===== src/rtl/seg_shift_pipe_if.sv =====
// seg_shift_pipe_if.sv
// Format enum shared by the shifter and its users, plus the beat interface
// that carries the input beat (fmt/X/S/in_tag with in_valid/in_ready) and the
// result (R/stickies/out_tag with out_valid/out_ready).
//   master : producer of input beats / consumer of results (testbench, upstream)
//   slave  : the shifter itself
package seg_shift_pkg;
  typedef enum logic [1:0] {
    FMT_FP32   = 2'd0,
    FMT_FP16X2 = 2'd1,
    FMT_BF16X2 = 2'd2
  } fp_fmt_e;
endpackage

interface seg_shift_if
  import seg_shift_pkg::*;
#(
  parameter int DATA_W = 24,
  parameter int S_W    = 8,
  parameter int TAG_W  = 4
);
  fp_fmt_e           fmt;
  logic              in_valid;
  logic              in_ready;
  logic [DATA_W-1:0] X;
  logic [S_W-1:0]    S;
  logic [TAG_W-1:0]  in_tag;
  logic              out_valid;
  logic              out_ready;
  logic [DATA_W+1:0] R;
  logic              Sticky_h;
  logic              Sticky_l;
  logic [TAG_W-1:0]  out_tag;

  modport master (
    output fmt, in_valid, X, S, in_tag, out_ready,
    input  in_ready, out_valid, R, Sticky_h, Sticky_l, out_tag
  );

  modport slave (
    input  fmt, in_valid, X, S, in_tag, out_ready,
    output in_ready, out_valid, R, Sticky_h, Sticky_l, out_tag
  );
endinterface


===== src/rtl/seg_shift_pipe.sv =====
// seg_shift_pipe.sv
// Pipelined right shifter for the shared FP32 / dual-half fraction datapath
// (exponent alignment ahead of the adder). FP32 mode shifts one DATA_W+2 lane;
// split mode shifts two independent LANE_W+2 lanes packed at the top and
// bottom of the word with a zero gap between them. Each lane reports a sticky
// bit (OR of everything shifted out).
// Ports:
//   clk  - clock
//   rst  - synchronous active-high reset, drops all in-flight beats
//   bus  - seg_shift_if.slave: input beat (fmt, X, S, in_tag, in_valid/in_ready)
//          and result (R, Sticky_h, Sticky_l, out_tag, out_valid/out_ready)
module seg_shift_pipe
  import seg_shift_pkg::*;
#(
  parameter int DATA_W       = 24,
  parameter int LANE_W       = 8,
  parameter int SHAMT_W      = 5,
  parameter int LANE_SHAMT_W = 4,
  parameter int S_W          = 8,
  parameter int PIPE_STAGES  = 2,
  parameter int TAG_W        = 4
) (
  input  logic       clk,
  input  logic       rst,
  seg_shift_if.slave bus
);

  localparam int WW  = DATA_W + 2;
  localparam int LW2 = LANE_W + 2;
  // Number of log-shifter stages: enough for the wider of the two shift fields.
  localparam int K   = (SHAMT_W > LANE_SHAMT_W) ? SHAMT_W : LANE_SHAMT_W;

  // Shift fields are zero-extended to K bits so every stage can index them.
  typedef struct packed {
    logic             fp32;
    logic [WW-1:0]    w;
    logic [K-1:0]     sh_f;
    logic [K-1:0]     sh_h;
    logic [K-1:0]     sh_l;
    logic             st_h;
    logic             st_l;
    logic [TAG_W-1:0] tag;
  } beat_t;

  // Rank i sits after stage floor(i*K/PIPE_STAGES); the last rank is always
  // after the final stage, so the outputs come straight from registers.
  function automatic bit is_rank(input int k);
    for (int i = 1; i <= PIPE_STAGES; i++)
      if ((i * K) / PIPE_STAGES == k + 1) return 1'b1;
    return 1'b0;
  endfunction

  logic                   adv;
  logic [PIPE_STAGES:1]   vld_q;
  logic [PIPE_STAGES:0]   vld_pipe;
  beat_t                  n_in;
  beat_t                  node [0:K];

  // Global stall: every rank moves together, bubbles included.
  assign adv          = !bus.out_valid || bus.out_ready;
  assign bus.in_ready = adv;
  assign vld_pipe     = {vld_q, bus.in_valid};

  always_ff @(posedge clk) begin
    if (rst)      vld_q <= '0;
    else if (adv) vld_q <= vld_pipe[PIPE_STAGES-1:0];
  end

  // Repack the input. Bubbles carry an all-zero payload so R reads 0 whenever
  // out_valid is low.
  always_comb begin
    n_in = '0;
    if (bus.in_valid) begin
      n_in.tag  = bus.in_tag;
      n_in.fp32 = (bus.fmt == FMT_FP32);
      if (n_in.fp32) begin
        n_in.w                  = {bus.X, 2'b00};
        n_in.sh_f[SHAMT_W-1:0]  = bus.S[SHAMT_W-1:0];
      end else begin
        // Middle bits of X between the two lanes are deliberately dropped.
        n_in.w[WW-1 -: LW2]             = {bus.X[DATA_W-1 -: LANE_W], 2'b00};
        n_in.w[LW2-1:0]                 = {bus.X[LANE_W-1:0], 2'b00};
        n_in.sh_h[LANE_SHAMT_W-1:0]     = bus.S[2*LANE_SHAMT_W-1 -: LANE_SHAMT_W];
        n_in.sh_l[LANE_SHAMT_W-1:0]     = bus.S[LANE_SHAMT_W-1:0];
      end
    end
  end

  assign node[0] = n_in;

  // Stage k shifts by 2^k. Saturation needs no special case: once the
  // accumulated shift reaches the lane width the lane is empty and the masks
  // have already swept every original bit into the sticky.
  for (genvar k = 0; k < K; k++) begin : gen_stg
    localparam int A = 1 << k;
    localparam logic [WW-1:0]  MF = (A >= WW)  ? {WW{1'b1}}  : ~({WW{1'b1}}  << A);
    localparam logic [LW2-1:0] ML = (A >= LW2) ? {LW2{1'b1}} : ~({LW2{1'b1}} << A);

    beat_t          cmb;
    logic [LW2-1:0] hi, lo;

    always_comb begin
      cmb = node[k];
      hi  = node[k].w[WW-1 -: LW2];
      lo  = node[k].w[LW2-1:0];
      if (node[k].fp32) begin
        if (node[k].sh_f[k]) begin
          cmb.st_l = node[k].st_l | (|(node[k].w & MF));
          cmb.w    = node[k].w >> A;
        end
      end else begin
        // Lanes are shifted separately so nothing crosses the gap.
        if (node[k].sh_h[k]) begin
          cmb.st_h = node[k].st_h | (|(hi & ML));
          hi       = hi >> A;
        end
        if (node[k].sh_l[k]) begin
          cmb.st_l = node[k].st_l | (|(lo & ML));
          lo       = lo >> A;
        end
        cmb.w                = '0;
        cmb.w[WW-1 -: LW2]   = hi;
        cmb.w[LW2-1:0]       = lo;
      end
    end

    if (is_rank(k)) begin : gen_rank
      beat_t q;
      always_ff @(posedge clk) begin
        if (rst)      q <= '0;
        else if (adv) q <= cmb;
      end
      assign node[k+1] = q;
    end else begin : gen_pass
      assign node[k+1] = cmb;
    end
  end

  assign bus.out_valid = vld_pipe[PIPE_STAGES];
  assign bus.R         = node[K].w;
  assign bus.Sticky_h  = node[K].st_h;
  assign bus.Sticky_l  = node[K].st_l;
  assign bus.out_tag   = node[K].tag;

endmodule

===== src/flat_wrapper.sv =====
// flat-port wrapper written by rule: the top's interface ports become plain ports
module seg_shift_pipe_flat import seg_shift_pkg::*;
#(
  parameter int DATA_W       = 24,
  parameter int LANE_W       = 8,
  parameter int SHAMT_W      = 5,
  parameter int LANE_SHAMT_W = 4,
  parameter int S_W          = 8,
  parameter int PIPE_STAGES  = 2,
  parameter int TAG_W        = 4
)
  (clk, rst, bus_fmt, bus_in_valid, bus_X, bus_S, bus_in_tag, bus_out_ready, bus_in_ready, bus_out_valid, bus_R, bus_Sticky_h, bus_Sticky_l, bus_out_tag);
  seg_shift_if #(.DATA_W(DATA_W), .S_W(S_W), .TAG_W(TAG_W)) bus_i ();
  input  logic clk;
  input  logic rst;
  input wire logic [$bits(bus_i.fmt)-1:0] bus_fmt;
  input wire logic [$bits(bus_i.in_valid)-1:0] bus_in_valid;
  input wire logic [$bits(bus_i.X)-1:0] bus_X;
  input wire logic [$bits(bus_i.S)-1:0] bus_S;
  input wire logic [$bits(bus_i.in_tag)-1:0] bus_in_tag;
  input wire logic [$bits(bus_i.out_ready)-1:0] bus_out_ready;
  output wire logic [$bits(bus_i.in_ready)-1:0] bus_in_ready;
  output wire logic [$bits(bus_i.out_valid)-1:0] bus_out_valid;
  output wire logic [$bits(bus_i.R)-1:0] bus_R;
  output wire logic [$bits(bus_i.Sticky_h)-1:0] bus_Sticky_h;
  output wire logic [$bits(bus_i.Sticky_l)-1:0] bus_Sticky_l;
  output wire logic [$bits(bus_i.out_tag)-1:0] bus_out_tag;
  assign bus_i.fmt = bus_fmt;
  assign bus_i.in_valid = bus_in_valid;
  assign bus_i.X = bus_X;
  assign bus_i.S = bus_S;
  assign bus_i.in_tag = bus_in_tag;
  assign bus_i.out_ready = bus_out_ready;
  assign bus_in_ready = bus_i.in_ready;
  assign bus_out_valid = bus_i.out_valid;
  assign bus_R = bus_i.R;
  assign bus_Sticky_h = bus_i.Sticky_h;
  assign bus_Sticky_l = bus_i.Sticky_l;
  assign bus_out_tag = bus_i.out_tag;
  seg_shift_pipe #(.DATA_W(DATA_W), .LANE_W(LANE_W), .SHAMT_W(SHAMT_W), .LANE_SHAMT_W(LANE_SHAMT_W), .S_W(S_W), .PIPE_STAGES(PIPE_STAGES), .TAG_W(TAG_W)) u_core (.clk(clk), .rst(rst), .bus(bus_i));
endmodule

===== config.mk =====
export PLATFORM = sky130hd
export DESIGN_NAME = seg_shift_pipe_flat
export DESIGN_NICKNAME = d
export VERILOG_FILES = /design/src/rtl/seg_shift_pipe_if.sv /design/src/rtl/seg_shift_pipe.sv /design/src/flat_wrapper.sv
export SDC_FILE = /design/constraint.sdc
export NUM_CORES = 1
export LEC_CHECK = 0
export CORE_UTILIZATION = 40
export CTS_BUF_LIST = sky130_fd_sc_hd__clkbuf_2
export CTS_CLUSTER_DIAMETER = 200
export DETAILED_ROUTE_END_ITERATION = 16
export PLACE_DENSITY = 0.59
export SYNTH_ARGS = -nofsm -noshare
export SYNTH_HDL_FRONTEND = slang
export SYNTH_SLANG_ARGS = --single-unit

===== constraint.sdc =====
create_clock -name clk -period 3.85 [get_ports clk]
set_clock_uncertainty 0.2 [all_clocks]
set_input_delay 0.5775 -clock clk [delete_from_list [all_inputs] [get_ports clk]]
set_output_delay 0.5775 -clock clk [all_outputs]
set_load 0.02 [all_outputs]

==> results.md <==
- Status: completed
- Via density: 5.93
- Clk_lat worst skew: 560 ps
- Nets: 665
- Via Count: 4573
- Final Setup Violations: 0
- TritonCTS clock tree: built
- CP Max Fanout: 30
- Crit path buf inv count: 0
- Pin count of the biggest net entering global routing: 59
- Setup_tns: 0 ps
- Combinational power share: 20.6%
- EDFF count, synth: 0
- CP Data Arrival Time: 3210 ps
- VDD IR max: 0.170 mV
- Clock Sinks: 74
- Worst min path class: flip-flop to flip-flop
- CP top delay family: flip-flops
- Routed len/inst: 18.2 um
- Final worst-path cycle share: 76.0%
- P_leak: 2.06 nW
- Post-Syn Area: 4710 um2
- CP cell instances: mux2_2 -> a22oi_1 -> mux2i_1 -> or4b_1 -> a21oi_1 -> a21oi_1
- Clock share of power: 32.0%
- P_int: 0.00126 W
- Crit path kind: flip-flop to flip-flop
- # diodes: 0
- Clock buffer depth: 2
- Antenna Nets Post-Route: 0
- Detailed Route WL: 14100 um
- DP HPWL: 10100 um
- Max-cap violation count: 0
- Mean Syn Cell Area: 8.15 um2
- Switching part of the total power: 29.8%
- Seq/Total Area, Yosys: 31.4%
- H-Tree Level Count: 3
- Worst-margin pin slew: 1180 ps
- Mapped Nets: 620
- Final Max Tran Viols: 0
- Crit-path slowest cell: dfxtp_1
- CP most frequent cell: a21oi_1
- Synthesized netlist cell count: 578
- Total GRT Usage: 23.2%
- P&R area growth vs syn: 19.8%
- Post-CTS Hold Fix Bufs: 0
- Hold WS: 269 ps
- Num CTS Buffers: 9
- Root buffer cell: clkbuf_2
- Die height: 111 um
- Core footprint: 11500 um2
- Global-route wire length before repair: 22800 um
- Slew margin rel.: 21.1%
- Fraction of layout cells with a size suffix above 1: 11.3%
- Power density over the cells: 317 nW/um2
- Fmax: 0.342 GHz
- Synth cell types: 59
- Die W: 111 um
- Final hold vios: 0
- Clk slew on worst S/H paths: 230 ps
- Top-Level Pins: 76
- Number of remaining DRC errors: 0
- Synth warn: 0
- Net Sw Power: 0.000533 W
- Tmin final: 2930 ps
- TritonRoute pass-1 iters: 4
- Critical Path Max Stage Delay: 1150 ps
- Main synth FF type: dfxtp_1
- Crit. End Element: flip-flop
- RSZ-0062 raised after global routing: false
- Async set-or-reset flop fraction in the synthesized netlist: 0%
- Worst Setup Start Kind: flip-flop
- Initial drt markers: 252
- Initial antenna violation count: 0
- Die footprint: 12200 um2
- Initial Utilization: 41.1%
- Cts repair resizes: 0
- Share of power burned in registers: 47.4%
- Postcts setup bufs: 0
- Row count: 39
- # port buffers: 75
- #FFs+latches synth: 74
- Vias in the first global route: 4293
- Total grt overflow: 0
- RD Place Congestion: 0.904
- Worst EP required: 4140 ps
## layout make-up
| type | instances | area (um2) |
|---|---|---|
| fill | 1094 | 5820 |
| inverter | 5 | 18.8 |
| tap | 143 | 179 |
| sequential | 74 | 1480 |
| multi-input combinational | 445 | 2960 |
| clock inverter | 7 | 116 |
| clock buffer | 9 | 45.0 |
| timing repair buffer | 88 | 843 |
## synth_stat cells, types with 2 or more instances
library cell	instances	share of area [%]
buf_6	4	0.96
a21o_1	4	0.64
a211oi_1	10	1.6
o221ai_1	7	1.3
mux4_2	8	3.8
and3_1	2	0.27
nor4_1	5	0.66
o22ai_1	5	0.66
and2_1	7	0.93
mux2i_1	44	9.3
nand2_1	59	4.7
nor3b_1	2	0.32
buf_1	3	0.24
clkbuf_1	31	2.5
o21ai_0	13	1.4
nand3_1	19	2.0
inv_1	5	0.40
a221oi_1	3	0.56
buf_4	3	0.48
nor3_1	28	3.0
a22oi_1	21	3.3
nor2b_1	10	1.3
a22o_1	6	1.1
o2bb2ai_1	2	0.37
o211ai_1	4	0.64
nor2_1	66	5.3
o2111ai_1	3	0.56
nand3b_1	4	0.64
mux2_2	20	4.8
dfxtp_1	74	31
a311oi_1	2	0.37
a221o_1	4	0.85
a21oi_1	50	5.3
a211o_1	2	0.37
nand2b_1	8	1.1
buf_2	13	1.4
nand4_1	4	0.53
a2111oi_0	2	0.37
## per-stage QoR
step	instances	power (W)	util, %	worst slack, ps	cell area [um2]
after floorplan	578	0.00109	-	1410	4710
after global placement	755	0.00122	47.8	910	5480
after detailed placement	755	0.00123	47.8	830	5480
after CTS	771	0.00181	49.2	967	5640
after global routing	771	0.00188	49.2	716	5640
final	771	0.00179	49.2	923	5640
## worst paths after layout
kind | to | start | depth (start not counted) | slack, ps
worst max-delay path | u_core.bus.Sticky_l | u_core.gen_stg[1].gen_rank.q[18] | 6 | 920
worst min-delay path | u_core.bus.out_tag[2] | u_core.bus.out_tag[2] | 2 | 270
worst max register to register | u_core.bus.Sticky_l | u_core.gen_stg[1].gen_rank.q[18] | 6 | 920
worst min register to register | u_core.bus.out_tag[2] | u_core.bus.out_tag[2] | 2 | 270
## placed cells by master, fill, tap and decap left out, types with 3 or more instances in the layout
cell,n
buf_4,13
a22oi_1,21
bufinv_16,3
nand4_1,4
inv_1,5
nand2b_1,8
nor2_1,66
nand2_1,59
nor2b_1,9
and2_1,7
a22o_1,6
o21ai_0,13
a21oi_1,50
mux4_2,8
a221oi_1,3
clkbuf_2,9
nor3_1,28
nand3b_1,4
mux2_2,20
clkdlybuf4s50_1,74
mux2i_1,44
nand3_1,19
nor4_1,5
a221o_1,4
dfxtp_1,74
o2111ai_1,3
o22ai_1,5
a211oi_1,10
o221ai_1,7
o211ai_1,4
a21o_1,4
## routing by layer
metal,vias up,global-route usage [%],part of all wire (%)
met4,0,9.96,3.5
met3,37,4.39,4.7
met2,160,36.0,45
met5,-,0,0
met1,2163,31.3,46
li1,2213,-,-
## kinds of logic (layout without fill, tap and decap cells)
logic type | Yosys count | count (layout) | synth area share (%)
flops | 74 | 74 | 31.4
mux | 74 | 74 | 18.7
compound gates | 149 | 149 | 21.7
simple gates | 222 | 222 | 22.2
buf+inv | 59 | 109 | 5.92
## flip-flops by register name, summed over array words and instances (netlist names)
name / flops
u_core.bus.R: 26
u_core.bus.Sticky_h: 1
u_core.bus.Sticky_l: 1
u_core.bus.out_tag: 4
u_core.gen_stg.gen_rank.q: 40
u_core.vld_q: 2
## power by group through the flow
stage / Combinational (W) / Clock (W) / Sequential, W
2_1_floorplan: 0.000234 / 0 / 0.000852
3_3_place_gp: 0.000363 / 0 / 0.000861
3_5_place_dp: 0.000365 / 0 / 0.000862
4_1_cts: 0.000367 / 0.000592 / 0.000846
5_1_grt: 0.000399 / 0.000627 / 0.000853
6_report: 0.000368 / 0.000573 / 0.000848
## worst min-delay path: stages (launching register included)
cell and delay (ps):
dfxtp_1 360, nand2_1 50, a21oi_1 50
Note: power is estimated with default switching activity, not from simulation.
